### src/rtl/hdmi_cfg_seq.sv
`default_nettype none
// +--------------------------------------------------------------------------+
// | hdmi_cfg_seq : walks the HDMI TX register table as I2C write requests,   |
// |                with NACK/timeout retry and sticky done/error reporting    |
// | Revision 1.0                                                             |
// +--------------------------------------------------------------------------+
module hdmi_cfg_seq #(
  parameter logic [7:0]  DEV_ADDR       = 8'h72,
  parameter logic [23:0] STARTUP_CYCLES = 24'd838000,
  parameter logic [1:0]  MAX_RETRY      = 2'd3,
  parameter logic [15:0] RETRY_GAP      = 16'd4190,
  parameter logic [15:0] TIMEOUT_CYCLES = 16'd8000
) (
  input  logic       clk,
  input  logic       rst,
  input  logic       start,
  output logic       req_valid,
  output logic [7:0] req_dev,
  output logic [7:0] req_reg,
  output logic [7:0] req_data,
  input  logic       req_ready,
  input  logic       rsp_valid,
  input  logic       rsp_ack,
  output logic       busy,
  output logic       done,
  output logic       error,
  output logic [3:0] index
);

  localparam logic [2:0]  S_IDLE     = 3'd0;
  localparam logic [2:0]  S_DELAY    = 3'd1;
  localparam logic [2:0]  S_ISSUE    = 3'd2;
  localparam logic [2:0]  S_WAIT     = 3'd3;
  localparam logic [2:0]  S_GAP      = 3'd4;
  localparam logic [2:0]  S_DONE     = 3'd5;
  localparam logic [2:0]  S_ERROR    = 3'd6;
  localparam logic [3:0]  LAST_INDEX = 4'd12;
  localparam logic [15:0] ENTRY0     = 16'h4110;

  logic [2:0]  state_q, state_d;
  logic [3:0]  index_q, index_d;
  logic [1:0]  retry_q, retry_d;
  logic [23:0] cnt_q, cnt_d;
  logic        req_valid_q, req_valid_d;
  logic        busy_q, busy_d;
  logic        done_q, done_d;
  logic        error_q, error_d;
  logic [7:0]  req_reg_q, req_reg_d;
  logic [7:0]  req_data_q, req_data_d;
  logic        timeout_w, ack_w, fail_w;

  function automatic logic [15:0] table_entry(input logic [3:0] idx);
    case (idx)
      4'd0:    table_entry = 16'h4110;
      4'd1:    table_entry = 16'h9803;
      4'd2:    table_entry = 16'h9AE0;
      4'd3:    table_entry = 16'h9C30;
      4'd4:    table_entry = 16'h9D61;
      4'd5:    table_entry = 16'hA2A4;
      4'd6:    table_entry = 16'hA3A4;
      4'd7:    table_entry = 16'hE0D0;
      4'd8:    table_entry = 16'hF900;
      4'd9:    table_entry = 16'h1500;
      4'd10:   table_entry = 16'h1630;
      4'd11:   table_entry = 16'h1702;
      4'd12:   table_entry = 16'hAF06;
      default: table_entry = ENTRY0;
    endcase
  endfunction

  // cnt_q counts completed WAIT cycles; a response in the expiring cycle wins
  assign timeout_w = (cnt_q + 24'd1) >= {8'd0, TIMEOUT_CYCLES};
  assign ack_w     = (state_q == S_WAIT) && rsp_valid && rsp_ack;
  assign fail_w    = (state_q == S_WAIT) && (rsp_valid ? !rsp_ack : timeout_w);

  always_ff @(posedge clk or posedge rst) begin
    if (rst) begin
      state_q                 <= S_IDLE;
      index_q                 <= 4'd0;
      retry_q                 <= 2'd0;
      cnt_q                   <= 24'd0;
      req_valid_q             <= 1'b0;
      busy_q                  <= 1'b0;
      done_q                  <= 1'b0;
      error_q                 <= 1'b0;
      {req_reg_q, req_data_q} <= ENTRY0;
    end else begin
      state_q     <= state_d;
      index_q     <= index_d;
      retry_q     <= retry_d;
      cnt_q       <= cnt_d;
      req_valid_q <= req_valid_d;
      busy_q      <= busy_d;
      done_q      <= done_d;
      error_q     <= error_d;
      req_reg_q   <= req_reg_d;
      req_data_q  <= req_data_d;
    end
  end

  always_comb begin
    state_d = state_q;
    index_d = index_q;
    retry_d = retry_q;
    cnt_d   = cnt_q;
    case (state_q)
      S_IDLE, S_DONE, S_ERROR: begin
        if (start) begin
          index_d = 4'd0;
          retry_d = 2'd0;
          if (STARTUP_CYCLES == 24'd0) begin
            state_d = S_ISSUE;
            cnt_d   = 24'd0;
          end else begin
            state_d = S_DELAY;
            cnt_d   = STARTUP_CYCLES - 24'd1;
          end
        end
      end
      S_DELAY: begin
        if (cnt_q == 24'd0) state_d = S_ISSUE;
        else                cnt_d   = cnt_q - 24'd1;
      end
      S_ISSUE: begin
        if (req_valid_q && req_ready) begin
          state_d = S_WAIT;
          cnt_d   = 24'd0;
        end
      end
      S_WAIT: begin
        if (ack_w) begin
          if (index_q == LAST_INDEX) begin
            state_d = S_DONE;
          end else begin
            index_d = index_q + 4'd1;
            retry_d = 2'd0;
            state_d = S_ISSUE;
          end
        end else if (fail_w) begin
          if (retry_q >= MAX_RETRY) begin
            state_d = S_ERROR;
          end else begin
            retry_d = retry_q + 2'd1;
            if (RETRY_GAP == 16'd0) begin
              state_d = S_ISSUE;
            end else begin
              state_d = S_GAP;
              cnt_d   = {8'd0, RETRY_GAP} - 24'd1;
            end
          end
        end else begin
          cnt_d = cnt_q + 24'd1;
        end
      end
      S_GAP: begin
        if (cnt_q == 24'd0) state_d = S_ISSUE;
        else                cnt_d   = cnt_q - 24'd1;
      end
      default: state_d = S_IDLE;
    endcase
  end

  // outputs are decoded from the next state so they leave the flops aligned with state_q
  always_comb begin
    req_valid_d             = (state_d == S_ISSUE);
    busy_d                  = (state_d == S_DELAY) || (state_d == S_ISSUE) ||
                              (state_d == S_WAIT)  || (state_d == S_GAP);
    done_d                  = (state_d == S_DONE);
    error_d                 = (state_d == S_ERROR);
    {req_reg_d, req_data_d} = table_entry(index_d);
  end

  assign req_valid = req_valid_q;
  assign req_dev   = DEV_ADDR;
  assign req_reg   = req_reg_q;
  assign req_data  = req_data_q;
  assign busy      = busy_q;
  assign done      = done_q;
  assign error     = error_q;
  assign index     = index_q;

endmodule
`default_nettype wire

### config.mk
export PLATFORM = sky130hd
export DESIGN_NAME = hdmi_cfg_seq
export DESIGN_NICKNAME = d
export VERILOG_FILES = /design/src/rtl/hdmi_cfg_seq.sv
export SDC_FILE = /design/constraint.sdc
export NUM_CORES = 1
export LEC_CHECK = 0
export ABC_AREA = 1
export CORE_UTILIZATION = 50
export DETAILED_ROUTE_END_ITERATION = 8
export PLACE_DENSITY = 0.77
export SKIP_LAST_GASP = 1
export SYNTH_ARGS = -nofsm -noshare
export SYNTH_HDL_FRONTEND = slang
export SYNTH_SLANG_ARGS = --single-unit
### constraint.sdc
create_clock -name clk -period 3.3 [get_ports clk]
set_input_delay 0.495 -clock clk [delete_from_list [all_inputs] [get_ports clk]]
set_output_delay 0.495 -clock clk [all_outputs]
set_load 0.03 [all_outputs]
==> impl_metrics.yaml <==
layout:
  design_area_um2: 4410
  drive_gt1_share_pct: 9.21
  largest_register_ffs: 24
  fillers: 740
  diodes: 0
  nets: 635
  syn2layout_area_growth_pct: 10.9
setup_path:
  arrival_ps: 3080
  reg2reg_from: "state_q[1]"
  crit_type: "reg -> reg"
  reg2reg_depth: 15
  end_kind: "flip-flop"
  worstSetupStartpointType: "flip-flop"
  crit_required_ps: 3520
  cp_max_fo: 9
  critPathLaunch: "state_q[1]"
power:
  sw_frac_of_total_pct: 48.4
  p_switching_mw: 1.34
  combPwrFrac_pct: 49.2
  pwr-share-clk_pct: 15.4
  leakage_nw: 2.11
  pwr-share-seq_pct: 35.5
  p_int_mw: 1.43
  peakVddDrop_uv: 409
  powerDensity_nw_per_um2: 627
synthesis:
  yosys.area.top_type_share_pct: 30.8
  netlist_instances: 596
  ys_top_cells_by_area: "dfrtp_1 (31%), nand2_1 (14%), nor2_1 (7.2%), o21ai_0 (6.7%), inv_1 (6.1%)"
  synth-seq-cells: 52
  async_reset_ff_share_pct: 100
  syn_avg_cell_area_um2: 6.68
  ys.flop_type: "dfrtp_1"
  yosysTopAreaCell: "dfrtp_1"
  synth_area_um2: 3980
  synth_edf_count: 0
  ys_warn_count: 0
  yosysUniqueCellTypes: 45
  synth-seq-area-share_pct: 32.8
placed_design:
  place_ws_ps: 356
  gp_congestion: 0.967
  hpwl_mm: 7.72
  io_buffers: 28
  dpl_cell_area_um2: 4310
grt:
  use_met2_pct: 43.0
  grt.total_usage_pct: 26.4
  antenna_found_initial: 0
  grt_start_max_net_pins: 26
  grt.busiest_layer: "met2"
  grt_pass1_wl_mm: 17.6
  grt_overflow_total: 0
  grt_use_met3_pct: 3.94
  grt_pass1_vias: 3827
  met1_usage_pct: 34.6
die:
  ios: 38
  die_area_um2: 8320
  die_width_um: 91.2
  num_rows: 32
  start_util_pct: 51.5
  die_h_um: 91.2
  core_area_um2: 7730
timing:
  setup_viol: 0
  hold_ws_ps: 525
  finalHoldViolCount: 0
  clock.fmax_mhz: 349
  rsz0062_at_grt: "false"
  min_period_ps: 2870
  fin_crit_sh_pct: 86.9
  setup_ws_ps: 431
  tightest_slew_ps: 559
  slew_headroom_pct: 62.7
  skew_ps: 14.3
  final.setup.tns_ps: 0
  drv_slew: 0
routing:
  drc: 0
  drt_iter0_markers: 283
  vias_per_cell: 5.55
  vias: 4000
  routedWlPerCell_um: 14.3
  antenna_left: 0
  wirelength_mm: 10.3
  dr.pass1.iters: 5
clock_tree:
  ctsLongestPathBuffers: 2
  ctsHtreeMaxLevel: 2
  insertion_delay_ps: 330
  post_cts_buffers: 0
  numCtsBuffers: 5
  path_clk_slew_ps: 110
  cts_tree: "done"
  root_buffer: "clkbuf_8"
  cts_resized: 0
  hold_buffers: 0
  clock_sinks: 52
min_path:
  hold_class: "in -> async"
run_status:
  status: "completed"
flow_run:
  maxCapViolCount: 0
[power groups by stage]
stage	clock (mW)	sequential [mW]	combinational [mW]
finish	0.426	0.982	1.36
global route	0.448	1.01	1.52
CTS	0.429	0.976	1.35
detailed placement	0	0.987	1.34
global placement	0	0.982	1.32
floorplan	0	1.04	0.902
[cell families (layout without fill, tap and decap cells)]
kind of cell,after synthesis,count (layout),synth area share [%]
adders and majority gates,11,11,3.46
xor gates and xnor gates,12,12,2.64
and+or+nand+nor,313,313,34.6
other,2,9,0.189
buffers and inverters,103,119,11.4
DFF,52,52,32.8
AOI/OAI and AO/OA,103,103,14.9
[through the flow]
step | instances | power, mW | util, %
finish | 721 | 2.77 | 57.1
detailed placement | 713 | 2.33 | 55.8
CTS | 721 | 2.75 | 57.1
floorplan | 603 | 1.94 | -
global placement | 713 | 2.30 | 55.8
global route | 721 | 2.98 | 57.1
[path summary, 6_finish.rpt]
kind / slack, ps / end
max: 430 / req_reg[1]
min: 520 / cnt_q[2]
max reg2reg: 430 / req_reg[1]
min reg2reg: 530 / retry_q[0]
max in group asynchronous: 2100 / req_data[4]
min in group clk: 530 / retry_q[0]
[routing by layer]
metal  vias up  wire (um)
met5         -          0
met3        30        565
met4         0        292
met2       139       4750
li1       1964          -
met1      1867       4680
[cell usage after synthesis, types with 2 or more instances]
library cell  instances
buf_2                14
o21ai_0              53
o31ai_1               3
nor3_1               10
inv_2                 7
dfrtp_1              49
nand2_1             145
xor2_1               12
conb_1                2
nor2_4                5
a31oi_1               2
nor2_1               76
ha_1                 11
a31o_2                2
dfstp_2               3
inv_1                65
nand4_1              10
o21ai_1               6
a22oi_1               4
o22ai_1               5
or2_2                 2
nand3_1              48
clkbuf_1              3
nand2_2               4
a21oi_1              17
nor3_2                2
buf_4                11
a32oi_1               2
nor2_2                7
[final cells by class]
class | instances | area [um2] | share of cell area, %
clock buffer | 5 | 68.8 | 1.56
clock inverter | 3 | 33.8 | 0.765
sequential | 52 | 1310 | 29.6
timing repair buffer | 39 | 363 | 8.22
multi-input combinational | 448 | 2250 | 50.9
inverter | 72 | 270 | 6.12
tap | 102 | 128 | 2.89
[worst max-delay path: stages, from the launching register on]
cell,delay [ps]
dfrtp_1,420
nand2_1,160
nor2_4,50
inv_2,150
nand3_2,170
nor2_1,320
nand2_1,180
o21ai_2,150
o21ai_0,120
nand2_1,160
inv_1,140
ha_1,350
nor2_1,50
nand2_1,60
nand2_1,50
or2_1,210
[cell usage in the layout, fill, tap and decap left out, types with 3 or more instances in the layout]
cell type        synthesis  final
o21ai_0                 53     53
nor2_2                   7      7
clkbuf_8                 0      5
dfstp_2                  3      3
nand2_2                  4      4
nand3_1                 48     48
nand2_1                145    145
nor2_1                  76     76
a21oi_1                 17     17
inv_2                    7      8
conb_1                   2      9
clkdlybuf4s50_1          0     28
nor3_1                  10     10
nand4_1                 10     10
ha_1                    11     11
o21ai_1                  6      6
buf_4                   11     11
o31ai_1                  3      3
inv_1                   65     64
xor2_1                  12     12
nor2_4                   5      5
o22ai_1                  5      5
a22oi_1                  4      4
dfrtp_1                 49     49
No activity file was read; power rests on OpenSTA's default activity.
